`config.mk`:
```
export PLATFORM = sky130hd
export DESIGN_NAME = ysyx_22051013_lsu
export DESIGN_NICKNAME = d
export VERILOG_FILES = /design/src/rtl/ysyx_22051013_lsu_pkg.sv /design/src/rtl/ysyx_22051013_lsu_align.sv /design/src/rtl/ysyx_22051013_lsu.sv
export SDC_FILE = /design/constraint.sdc
export NUM_CORES = 1
export LEC_CHECK = 0
export CAP_MARGIN = 40
export CORE_MARGIN = 8
export CORE_UTILIZATION = 45
export DETAILED_ROUTE_END_ITERATION = 12
export DONT_BUFFER_PORTS = 1
export PLACE_DENSITY = 0.72
export SLEW_MARGIN = 20
export SYNTH_ARGS = -nofsm -noshare
export SYNTH_HDL_FRONTEND = slang
export SYNTH_SLANG_ARGS = --single-unit
```
`constraint.sdc`:
```
create_clock -name clk -period 4.3 [get_ports clk]
set_input_delay 1.29 -clock clk [delete_from_list [all_inputs] [get_ports clk]]
set_output_delay 1.29 -clock clk [all_outputs]
set_load 0.01 [all_outputs]
```
`src/rtl/ysyx_22051013_lsu_pkg.sv`:
```
// Shared definitions for the load/store stage: data widths, instruction
// select codes and access-size decode helpers.
package ysyx_22051013_lsu_pkg;

    localparam int DATA_W = 64;
    localparam int REG_W  = 64;
    localparam int PC_W   = 64;

    // Instruction select codes driven by the execute stage.
    localparam logic [7:0] INST_NOP = 8'h00;
    localparam logic [7:0] INST_ADD = 8'h01;
    localparam logic [7:0] INST_SUB = 8'h02;
    localparam logic [7:0] INST_AND = 8'h03;
    localparam logic [7:0] INST_OR  = 8'h04;
    localparam logic [7:0] INST_XOR = 8'h05;
    localparam logic [7:0] INST_LB  = 8'h20;
    localparam logic [7:0] INST_LH  = 8'h21;
    localparam logic [7:0] INST_LW  = 8'h22;
    localparam logic [7:0] INST_LD  = 8'h23;
    localparam logic [7:0] INST_LBU = 8'h24;
    localparam logic [7:0] INST_LHU = 8'h25;
    localparam logic [7:0] INST_LWU = 8'h26;
    localparam logic [7:0] INST_SB  = 8'h28;
    localparam logic [7:0] INST_SH  = 8'h29;
    localparam logic [7:0] INST_SW  = 8'h2A;
    localparam logic [7:0] INST_SD  = 8'h2B;

    typedef enum logic [1:0] {
        SZ_B = 2'd0,
        SZ_H = 2'd1,
        SZ_W = 2'd2,
        SZ_D = 2'd3
    } acc_size_e;

    function automatic logic f_is_load(input logic [7:0] sel);
        return sel inside {INST_LB, INST_LH, INST_LW, INST_LD,
                           INST_LBU, INST_LHU, INST_LWU};
    endfunction

    function automatic logic f_is_store(input logic [7:0] sel);
        return sel inside {INST_SB, INST_SH, INST_SW, INST_SD};
    endfunction

    // Non-memory codes fall into SZ_D; callers qualify with load/store.
    function automatic acc_size_e f_acc_size(input logic [7:0] sel);
        acc_size_e sz;
        case (sel)
            INST_LB, INST_LBU, INST_SB: sz = SZ_B;
            INST_LH, INST_LHU, INST_SH: sz = SZ_H;
            INST_LW, INST_LWU, INST_SW: sz = SZ_W;
            default:                    sz = SZ_D;
        endcase
        return sz;
    endfunction

endpackage

```
`src/rtl/ysyx_22051013_lsu_align.sv`:
```
// Combinational access decode: load/store classification, alignment check,
// store lane shifting with byte mask, and load data extraction/extension.
module ysyx_22051013_lsu_align
    import ysyx_22051013_lsu_pkg::*;
(
    input  logic [7:0]  i_sel,
    input  logic [2:0]  i_off,
    input  logic [63:0] i_sdata,
    input  logic [63:0] i_rdata,
    output logic        o_is_load,
    output logic        o_is_store,
    output logic        o_misalign,
    output logic [7:0]  o_wmask,
    output logic [63:0] o_wdata,
    output logic [63:0] o_ldata
);

    acc_size_e   w_size;
    logic [63:0] w_rsh;

    assign o_is_load  = f_is_load(i_sel);
    assign o_is_store = f_is_store(i_sel);
    assign w_size     = f_acc_size(i_sel);
    assign o_wdata    = i_sdata << {i_off, 3'b000};
    assign w_rsh      = i_rdata >> {i_off, 3'b000};

    // Natural-alignment check, only meaningful for memory ops
    always_comb begin
        o_misalign = 1'b0;
        if (o_is_load || o_is_store) begin
            case (w_size)
                SZ_B:    o_misalign = 1'b0;
                SZ_H:    o_misalign = i_off[0];
                SZ_W:    o_misalign = (i_off[1:0] != 2'b00);
                default: o_misalign = (i_off != 3'b000);
            endcase
        end
    end

    // Byte-enable mask for stores; loads never write
    always_comb begin
        o_wmask = 8'h00;
        if (o_is_store) begin
            case (w_size)
                SZ_B:    o_wmask = 8'h01 << i_off;
                SZ_H:    o_wmask = 8'h03 << i_off;
                SZ_W:    o_wmask = 8'h0F << i_off;
                default: o_wmask = 8'hFF;
            endcase
        end
    end

    // Pick the addressed lane out of the shifted doubleword and extend it
    always_comb begin
        case (i_sel)
            INST_LB:  o_ldata = {{56{w_rsh[7]}},  w_rsh[7:0]};
            INST_LH:  o_ldata = {{48{w_rsh[15]}}, w_rsh[15:0]};
            INST_LW:  o_ldata = {{32{w_rsh[31]}}, w_rsh[31:0]};
            INST_LBU: o_ldata = {56'd0, w_rsh[7:0]};
            INST_LHU: o_ldata = {48'd0, w_rsh[15:0]};
            INST_LWU: o_ldata = {32'd0, w_rsh[31:0]};
            INST_LD:  o_ldata = w_rsh;
            default:  o_ldata = 64'd0;
        endcase
    end

endmodule

```
`src/rtl/ysyx_22051013_lsu.sv`:
```
// Load/store pipeline stage: registers the execute result, runs one
// req/gnt/rvalid memory transaction per memory op and presents the
// result to write-back under valid/ready.
//
// state  | meaning
// IDLE   | empty, ready to accept
// REQ    | mem_req asserted, waiting for mem_gnt
// WAIT   | load granted, waiting for mem_rvalid
// DONE   | result valid for write-back
module ysyx_22051013_lsu
    import ysyx_22051013_lsu_pkg::*;
(
    input  logic        clk,
    input  logic        rst,
    input  logic        ex_valid,
    output logic        ls_ready,
    input  logic [7:0]  alu_sel,
    input  logic [63:0] exu_res,
    input  logic [63:0] store_data,
    input  logic [4:0]  rd_addr,
    input  logic        rd_wen,
    input  logic        wb_ready,
    output logic        ls_valid,
    output logic [63:0] ls_res,
    output logic [4:0]  ls_rd_addr,
    output logic        ls_rd_wen,
    output logic        ls_misalign,
    output logic        mem_req,
    output logic        mem_we,
    output logic [63:0] mem_addr,
    output logic [63:0] mem_wdata,
    output logic [7:0]  mem_wmask,
    input  logic        mem_gnt,
    input  logic        mem_rvalid,
    input  logic [63:0] mem_rdata
);

    localparam logic [1:0] S_IDLE = 2'd0;
    localparam logic [1:0] S_REQ  = 2'd1;
    localparam logic [1:0] S_WAIT = 2'd2;
    localparam logic [1:0] S_DONE = 2'd3;

    logic [1:0]  r_state;
    logic [1:0]  w_state_nxt;
    logic [7:0]  r_sel;
    logic [63:0] r_addr;
    logic [63:0] r_sdata;
    logic [63:0] r_res;
    logic [4:0]  r_rd_addr;
    logic        r_rd_wen;
    logic        r_misalign;

    logic        w_use_in;
    logic        w_accept;
    logic [7:0]  w_sel;
    logic [2:0]  w_off;
    logic [63:0] w_sdata;
    logic        w_is_load;
    logic        w_is_store;
    logic        w_misalign;
    logic [7:0]  w_wmask;
    logic [63:0] w_wdata;
    logic [63:0] w_ldata;

    // The decoder sees the incoming instruction in states that can accept,
    // and the registered one while a memory transaction is in flight.
    assign w_use_in = (r_state == S_IDLE) || (r_state == S_DONE);
    assign w_sel    = w_use_in ? alu_sel        : r_sel;
    assign w_off    = w_use_in ? exu_res[2:0]   : r_addr[2:0];
    assign w_sdata  = w_use_in ? store_data     : r_sdata;

    assign ls_ready = (r_state == S_IDLE) || ((r_state == S_DONE) && wb_ready);
    assign w_accept = ex_valid && ls_ready;

    ysyx_22051013_lsu_align u_align (
        .i_sel      (w_sel),
        .i_off      (w_off),
        .i_sdata    (w_sdata),
        .i_rdata    (mem_rdata),
        .o_is_load  (w_is_load),
        .o_is_store (w_is_store),
        .o_misalign (w_misalign),
        .o_wmask    (w_wmask),
        .o_wdata    (w_wdata),
        .o_ldata    (w_ldata)
    );

    // Next-state decode
    always_comb begin
        w_state_nxt = r_state;
        case (r_state)
            S_IDLE, S_DONE: begin
                if (w_accept) begin
                    w_state_nxt = ((w_is_load || w_is_store) && !w_misalign) ? S_REQ : S_DONE;
                end else if ((r_state == S_DONE) && wb_ready) begin
                    w_state_nxt = S_IDLE;
                end
            end
            S_REQ: begin
                if (mem_gnt) begin
                    w_state_nxt = w_is_store ? S_DONE : S_WAIT;
                end
            end
            S_WAIT: begin
                if (mem_rvalid) begin
                    w_state_nxt = S_DONE;
                end
            end
            default: w_state_nxt = S_IDLE;
        endcase
    end

    // State, captured instruction fields and result register
    always_ff @(posedge clk or negedge rst) begin
        if (!rst) begin
            r_state    <= S_IDLE;
            r_sel      <= INST_NOP;
            r_addr     <= 64'd0;
            r_sdata    <= 64'd0;
            r_res      <= 64'd0;
            r_rd_addr  <= 5'd0;
            r_rd_wen   <= 1'b0;
            r_misalign <= 1'b0;
        end else begin
            r_state <= w_state_nxt;
            if (w_accept) begin
                r_sel      <= alu_sel;
                r_addr     <= exu_res;
                r_sdata    <= store_data;
                r_rd_addr  <= rd_addr;
                r_rd_wen   <= rd_wen && !w_misalign;
                r_misalign <= w_misalign;
                r_res      <= w_misalign ? 64'd0 : exu_res;
            end else if ((r_state == S_WAIT) && mem_rvalid) begin
                r_res <= w_ldata;
            end
        end
    end

    assign ls_valid    = (r_state == S_DONE);
    assign ls_res      = r_res;
    assign ls_rd_addr  = r_rd_addr;
    assign ls_rd_wen   = r_rd_wen;
    assign ls_misalign = r_misalign;

    // Request fields come only from state and registered fields, so they
    // hold steady across gnt stalls.
    assign mem_req   = (r_state == S_REQ);
    assign mem_we    = mem_req && w_is_store;
    assign mem_addr  = {r_addr[63:3], 3'b000};
    assign mem_wdata = mem_req ? w_wdata : 64'd0;
    assign mem_wmask = mem_req ? w_wmask : 8'h00;

endmodule

```
# [Yosys cells after proc, flatten, opt, wreduce, memory -nomap -nowiden]
# Cells that the tools add are included.
# W data, S select, Z words.
[classes] eq_ne=19 reduce_logical=22 shifts=5 muxes=21
[ops] op="$pmux W64 S7" n=1
[ops] op="$mux W64" n=5
[ops] op="$eq A8 B6 Y1 const B" n=11
[ops] op="$shl A64 B6 Y64" n=1
[ops] op="$shr A64 B6 Y64" n=1
[ops] op="$mux W8" n=3
[ops] op="$pmux W8 S3" n=1
[ops] op="$pmux W2 S3" n=2
[ops] op="$mux W2" n=5
[ops] op="$reduce_or A3 Y1" n=3
[ops] op="$shl A1 B3 Y8 const A" n=1
[ops] op="$shl A2 B3 Y8 const A" n=1
[ops] op="$shl A4 B3 Y8 const A" n=1
[ops] op="$reduce_bool A7 Y1" n=1
[ops] op="$eq A2 B2 Y1 const B" n=3
[ops] op="$logic_and A1 B1 Y1" n=6
[ops] op="$eq A2 B1 Y1 const B" n=2
[ops] op="$logic_not A2 Y1" n=2
[ops] op="$reduce_bool A2 Y1" n=2
[ops] op="$reduce_bool A4 Y1" n=1
[ops] op="$logic_or A1 B1 Y1" n=3
[ops] op="$mux W3" n=1
[ops] op="$ne A3 B3 Y1 const B" n=1
[ops] op="$pmux W1 S3" n=1
[ops] op="7 further kinds" n=8
[totals] input_bits=212 ff_bits=209

# [Logic depth before layout (Yosys ltp)]
# Gate-level depths: netlist (run 1).
[logic_depth] word_depth=14 ltp_mapped=16 ltp_nobuf=13

# [By module]
# Synthesis (run 1) repeated with hierarchy kept, for this count alone.
[unflattened] cells_unflattened=1731 area_unflattened_um2=15169.5
[by_module_without_submodules] module="ysyx_22051013_lsu" area_each_um2=10627.7 n_inst=1 cells_each=1141
[by_module_without_submodules] module="ysyx_22051013_lsu_align" area_each_um2=4541.9 n_inst=1 cells_each=590

# [Worst setup path before layout (run 1)]
# OpenSTA, ideal clock, no wires.
[synth_timing] path_kind="in2out" start="input port alu_sel[0]" end="output port mem_wmask[6]" setup_slack_ns=0.044 arrival_time_ns=2.966 path_stages=9 path_cell_list="inv_1 -> o32ai_1 -> inv_1 -> nor2_1 -> inv_1 -> ha_1 -> o31ai_1 -> a21oi_1 -> a21oi_1"
[synth_via] elab_chain_cells=8
[synth_rtl] element="start, declared" line_no="ysyx_22051013_lsu.sv:17" source="input logic [7:0] alu_sel,"
[synth_rtl] element="$mux W8 *" line_no="ysyx_22051013_lsu.sv:68" source="assign w_sel = w_use_in ? alu_sel : r_sel;"
[synth_rtl] element="$eq A8 B6 Y1 (on tied branches)" line_no="ysyx_22051013_lsu_pkg.sv:41, ysyx_22051013_lsu_pkg.sv:47"
[synth_rtl] element="$reduce_or A3 Y1" line_no="ysyx_22051013_lsu_pkg.sv:47" source="case (sel)"
[synth_rtl] element="$pmux W2 S3" line_no="ysyx_22051013_lsu_pkg.sv:47"
[synth_rtl] element="$eq A2 B2 Y1 (tied with other cells)" line_no="ysyx_22051013_lsu_align.sv:44" source="case (w_size)"
[synth_rtl] element="$pmux W8 S3" line_no="ysyx_22051013_lsu_align.sv:44"
[synth_rtl] element="$mux W8 *" line_no="ysyx_22051013_lsu_align.sv:43" source="if (o_is_store) begin"
[synth_rtl] element="$mux W8 *" line_no="ysyx_22051013_lsu.sv:152" source="assign mem_wmask = mem_req ? w_wmask : 8'h00;"
[synth_rtl] element="end, declared" line_no="ysyx_22051013_lsu.sv:32" source="output logic [7:0] mem_wmask,"
# Every way passes the cells marked *; elsewhere a longest branch is shown, timed or not.

# [Worst setup path in the final report (run 1)]
[layout_timing] start="input port alu_sel[4]" end="output port mem_wmask[7]"
# Same word-level chain as after synthesis.

==> metrics, run 1 <==
Slew Viols, Final 0; Clock Path Buffers 3; area of the die 37300 µm²; Seq/Total Area, Yosys 37.1%; total grt overflow 0; max-cap viol count 0; number of synthesized flops with an enable pin 0; number of I/O pins 423; Pwr per Cell Area 1010 nW/µm²; cell area after layout 16200 µm²; row count 65; Final Wtd Congestion 0.952; clock sinks 209; Async SR Flop Fraction 100%; TritonCTS clock tree built; Hold WS 0.445 ns; Worst Path Max Fanout 3; synthesized cell area 14100 µm²; Post-synth top cells nand2_1, dfrtp_1, mux2i_1; number of global-route vias before repair 13100; Max stage delay on crit path 0.32 ns; Yosys Warn Count 0; syn_area_per_cell 7.90 µm²; Layout fillers 2888; total wire length 59.2 mm; Worst Max-Slew Pin Slew 0.864 ns; Clk Latency, worst-skew pair 0.55 ns; total chip power 16.4 mW; DRT iter0 DRCs 1590; Critical R2R Capture ls_res[13]; first-pass GRT wire length 84.5 mm; min Tclk post-route 4.29 ns; Reg2Reg Depth 12; die width 193 µm; remaining routing DRC violations 0; Via Count 13700; post-route setup slack 0.00925 ns; final cell count without fillers 2182; vias per inst 6.27; Clock transition at path regs 0.06 ns; Max Clock Freq 0.233 GHz; skew final 0.0198 ns; Primary FF master, synth dfrtp_1; Core Region 31200 µm²; Seq cells post-synth 209; Crit path buffers/inverters 4; CP Cell Sequence nor4b_4 -> a32oi_2 -> nor2_2 -> inv_2 -> ha_4 -> buf_6 -> a31oi_4 -> a21oi_2 -> nor2_1 -> buf_4 -> buf_6; Layout area overhead 14.5%; DR top layer met5; Relative slew margins 40.9%; Core Util, Final 51.8%; CP delay by family, top simple AND/OR/NAND/NOR gates; fin crit share 99.8%; CP Launch Type input pin; Worst Setup Slack post-DPL -0.276 ns; top post-synthesis cells by area dfrtp_1, nand2_1, mux2i_1, a211oi_1, buf_4; R2R setup slack 0.43 ns; setup TNS 0 ns; Worst EP required 3.01 ns; Initial Util 45.2%; crit path kind input pin to output port; root buf cell clkbuf_16; Synth Instances 1787; Setup crit end kind output port; placed cell count 2113; RR Startpoint r_state[1]; Worst Hold Class input pin to async pin; Die Height 193 µm; metal2 WL 27.7 mm; HPWL Detailed 42.6 mm; Fin. Hold Viols 0; total CTS buffers 25; Synth area leader dfrtp_1; final net count 1977; Post-Route M1 WL 20.8 mm; largest net degree at the start of global routing 210; slowest CP cell nor4b_4; Detailed Routing Iterations Pass 1 6; RSZ-0062 raised after global routing true; Netlist cell types 63; count leader, synth nand2_1; endpoints failing setup 0; gr usage total 29.8%; share of cells above drive strength 1 16.7%; top cell type's share of synthesized area 37.1%; post-DR wirelength/cell 27.1 µm; DRT antenna net count 0; DP Area 14700 µm²; met3 WL 7.58 mm; hold_buf cts 0; Most common cell on crit path buf_6; worst path arrival time 3.00 ns; initial antenna violation count 4; Peak VDD IR 0.466 mV; run status completed; H-tree Lvls 1; PortBufs 0; Leakage 7.45 nW
where the power goes:
group / internal (mW) / leakage (nW) / total, mW / switching (mW)
Combinational: 3.94 / 4.41 / 10.2 / 6.22
Clock: 1.35 / 0.412 / 2.25 / 0.898
Sequential: 2.88 / 2.62 / 3.95 / 1.07
Total: 8.17 / 7.45 / 16.4 / 8.19
registers in the layout, indices dropped and copies added, names as in the netlist:
name         count
ls_misalign      1
r_sdata         64
r_state          2
r_sel            8
r_addr          64
ls_rd_addr       5
ls_res          64
ls_rd_wen        1
worst max path at each step:
stage	end	cells after the start	startpoint
2_1_floorplan	mem_wmask[6]	9	alu_sel[0]
5_1_grt	mem_wmask[2]	11	alu_sel[4]
3_3_place_gp	mem_wmask[6]	9	alu_sel[4]
6_report	mem_wmask[7]	11	alu_sel[4]
3_5_place_dp	mem_wmask[2]	10	alu_sel[4]
4_1_cts	mem_wdata[52]	9	r_state[0]
logic make-up (layout without fill, tap and decap cells):
kind of cell,Yosys count,in the layout,synth area share (%)
compound gates,432,432,20.8
fa+ha+maj,8,8,0.709
buf+inv,217,201,8.16
flops,209,209,37.1
mux,137,139,10.5
other cells,1,8,0.0266
simple gates,783,783,22.7
layout by cell type (no fill, tap or decap), types with 5 or more instances in the layout:
master and n:
nand3_1 25, a211oi_1 71, inv_1 5, a21boi_0 6, a21oi_1 85, o31ai_1 22, o22a_1 39, and3_1 16
nand2_1 575, o21ai_0 40, o211ai_1 8, a31oi_1 41, dfrtp_1 208, o22ai_1 24, buf_4 125, mux2_2 25
a211oi_2 15, o221ai_1 8, mux2_4 5, a311oi_1 7, a21oi_2 13, nor2_1 97, a2bb2oi_1 6, diode_2 5
ha_1 5, buf_12 10, mux2i_1 98, clkbuf_8 5, clkbuf_16 26, clkbuf_1 6, nor2b_1 40, o2bb2ai_1 9
mux4_2 5
final cells by class:
type / instances / area [µm²] / share of cell area, %
Clock buffer: 36 / 717 / 4.44
Tap cell: 402 / 503 / 3.11
Timing Repair Buffer: 146 / 1320 / 8.19
Antenna cell: 5 / 12.5 / 0.0774
Multi-Input combinational cell: 1365 / 8190 / 50.7
Sequential cell: 209 / 5230 / 32.4
Inverter: 10 / 37.5 / 0.232
Clock inverter: 9 / 150 / 0.929
metal layers:
metal	track usage (%)	vias to the layer above
met2	49.7	829
met1	33.3	6556
met4	14.2	2
met5	0	-
met3	11.3	168
li1	-	6120
what timing repair did:
| action | CTS | global route |
|---|---|---|
| endpoints found under the setup margin | 67 | 49 |
| buffers inserted | 3 | 13 |
| pin swaps | 14 | 15 |
| resized for setup | 56 | 32 |
| gates cloned | 2 | 2 |
Note: power is estimated with default switching activity, not from simulation.
==> run 2, diff against run 1 <==
--- a/config.mk
+++ b/config.mk
@@ -8,10 +8,10 @@
 export CAP_MARGIN = 40
 export CORE_MARGIN = 8
 export CORE_UTILIZATION = 45
+export CTS_BUF_LIST = sky130_fd_sc_hd__clkbuf_4
 export DETAILED_ROUTE_END_ITERATION = 12
 export DONT_BUFFER_PORTS = 1
 export PLACE_DENSITY = 0.72
-export SLEW_MARGIN = 20
 export SYNTH_ARGS = -nofsm -noshare
 export SYNTH_HDL_FRONTEND = slang
 export SYNTH_SLANG_ARGS = --single-unit
==> run 2 against run 1 <==
Effect of this change: worst setup slack worse by 0.052 ns; highest routed layer unchanged; the run now ends with negative setup slack left; sequential share of layout area shrank 0.95 points; critical path type is now flip-flop to output port; power is 5.1% higher; utilization is 1.6 points higher; clock power is 3% lower; maximum frequency down 1.2%; design area rose by 3.0%; non-clock buffer count is 22 higher; sequential cell count is the same; largest power group unchanged.
==> metrics, run 2 (synthesis gave the netlist of run 1 again) <==
final cell count without fillers 2272 (+4.1%); PortBufs 0 (unchanged); Max stage delay on crit path 0.40 ns (+0.08 ns); Max Clock Freq 0.230 GHz (-1.2%); Relative slew margins 43.5% (+2.6 points); Fin. Hold Viols 0 (unchanged); number of I/O pins 423 (unchanged); Die Height 193 µm (unchanged); CP Launch Type flip-flop; Worst Hold Class input pin to async pin; H-tree Lvls 3 (+2); Hold WS 0.295 ns (-0.150 ns); total wire length 60.7 mm (+2.6%); Slew Viols, Final 0 (unchanged); Clock Path Buffers 3 (unchanged); min Tclk post-route 4.34 ns (+0.0515 ns); Most common cell on crit path buf_12; endpoints failing setup 8 (+8); failing checks negative setup slack; R2R setup slack 0.45 ns (+0.02 ns); DRT antenna net count 0 (unchanged); final net count 2040 (+3.2%); Reg2Reg Depth 13 (+1); TritonCTS clock tree built; number of global-route vias before repair 13800 (+5.3%); total chip power 17.2 mW (+5.1%); Final Wtd Congestion 0.952 (unchanged); die width 193 µm (unchanged); CP delay by family, top buffers and inverters; Peak VDD IR 0.519 mV (+12%); fin crit share 101% (+1.2 points); Core Util, Final 53.3% (+1.6 points); CP Cell Sequence inv_2 -> ha_4 -> buf_12 -> buf_12 -> clkbuf_16 -> nor2b_1 -> a211oi_2 -> a21oi_2 -> mux2i_1 -> o22a_1 -> nor2_1; run status finished with violations; Critical R2R Capture ls_res[13]; first-pass GRT wire length 88.0 mm (+4.1%); leading cell type in the layout, fill and taps excluded nand2_1; max-cap viol count 0 (unchanged); HPWL Detailed 42.6 mm (unchanged); hold_buf cts 0 (unchanged); Core Region 31200 µm² (unchanged); Detailed Routing Iterations Pass 1 6 (unchanged); area of the die 37300 µm² (unchanged); post-route setup slack -0.0423 ns (-0.0515 ns); RSZ-0062 raised after global routing true; Setup crit end kind output port; most frequent cells in the layout nand2_1, dfrtp_1, buf_4, clkbuf_4, mux2i_1; total grt overflow 0 (unchanged); Via Count 14100 (+3.4%); Initial Util 45.2% (unchanged); total CTS buffers 66 (+160%); gr usage total 31.2% (+1.4 points); Worst Max-Slew Pin Slew 0.826 ns (-0.0376 ns); Worst Path Max Fanout 19 (+16); skew final 0.0454 ns (+0.0257 ns); post-DR wirelength/cell 26.7 µm (-1.4%); remaining routing DRC violations 0 (unchanged); placed cell count 2113 (unchanged); largest net degree at the start of global routing 210 (unchanged); vias per inst 6.22 (-0.68%); worst path arrival time 3.05 ns (+0.05 ns); RR Startpoint r_state[0]; crit path kind flip-flop to output port; Leakage 7.74 nW (+4.0%); root buf cell clkbuf_4; DP Area 14700 µm² (unchanged); Pwr per Cell Area 1030 nW/µm² (+2.0%); clock sinks 209 (unchanged); share of cells above drive strength 1 22.3% (+5.6 points); DRT iter0 DRCs 1644 (+3.4%); Layout area overhead 18.0%; row count 65 (unchanged); slowest CP cell dfrtp_1; cell area after layout 16700 µm² (+3.0%); Clk Latency, worst-skew pair 0.70 ns (+0.15 ns); Clock transition at path regs 0.07 ns (about the same); Crit path buffers/inverters 4 (unchanged); Worst EP required 3.01 ns (about the same); initial antenna violation count 5 (+1)
[run 2: cell types whose count changed in the layout (fill, tap and decap cells not counted), moves of 6 or more]
cell and change:
clkinv_1 +8, clkbuf_1 -6, buf_4 +12, clkbuf_4 +98
a211oi_1 -14, clkbuf_16 -25, a211oi_2 +14
[run 2: area by class of cell]
class | instances | area (µm²)
Fill cell | 2835 | 14600
Multi-Input combinational cell | 1365 | 8370
Sequential cell | 209 | 5230
Timing Repair Buffer | 168 | 1620
Clock buffer | 99 | 743
Tap cell | 402 | 503
Clock inverter | 16 | 143
Inverter | 10 | 37.5
Antenna cell | 3 | 7.51
[run 2: timing repair]
| item | 4_1_cts | 5_1_grt |
|---|---|---|
| pin swaps | 25 | 6 |
| buffers inserted | 25 | 10 |
| cloned | 6 | 1 |
| gates resized for setup | 90 | 43 |
| endpoints found under the setup margin | 72 | 51 |
[run 2: how the worst max path moves through the flow]
stage | endpoint | slack (ns) | startpoint | cells after the start
4_1_cts | mem_wmask[7] | -0.06 | r_state[1] | 14
5_1_grt | mem_wdata[41] | -0.16 | r_state[0] | 11
2_1_floorplan | mem_wmask[6] | 0.04 | alu_sel[0] | 9
3_5_place_dp | mem_wmask[2] | -0.28 | alu_sel[4] | 10
6_report | mem_wdata[44] | -0.04 | r_state[0] | 11
3_3_place_gp | mem_wmask[6] | -0.26 | alu_sel[4] | 9
[run 2: metrics by stage]
stage / setup slack, ns / setup TNS [ns]
2_1_floorplan: 0.0444 / 0
3_3_place_gp: -0.265 / -1.07
3_5_place_dp: -0.276 / -1.22
4_1_cts: -0.0556 / -0.275
5_1_grt: -0.156 / -3.19
6_report: -0.0423 / -0.136
[run 2: worst register-to-register path, cell delays in order (launching register included)]
cell and delay [ns]:
dfrtp_1 0.37, inv_2 0.06, ha_4 0.33, buf_12 0.17, buf_16 0.17, mux2i_4 0.30
buf_8 0.20, buf_4 0.15, buf_4 0.54, nand2_1 0.18, a32oi_2 0.31, nand4b_1 0.42
a21boi_0 0.32, o221ai_1 0.23
[run 2: power by group]
group	leakage (nW)	total, mW	switching (mW)	internal (mW)
clock network	0.531	2.18	0.951	1.23
logic	4.59	11.0	6.55	4.49
registers	2.62	3.97	1.09	2.88
[run 2: per-layer routing]
metal  track usage [%]  vias up  wire, µm
met1              34.1     6740     20700
met4              16.7        4      3430
li1                  -     6274         -
met3              13.3      200      8340
met5                 0        -        27
met2              51.0      924     28200
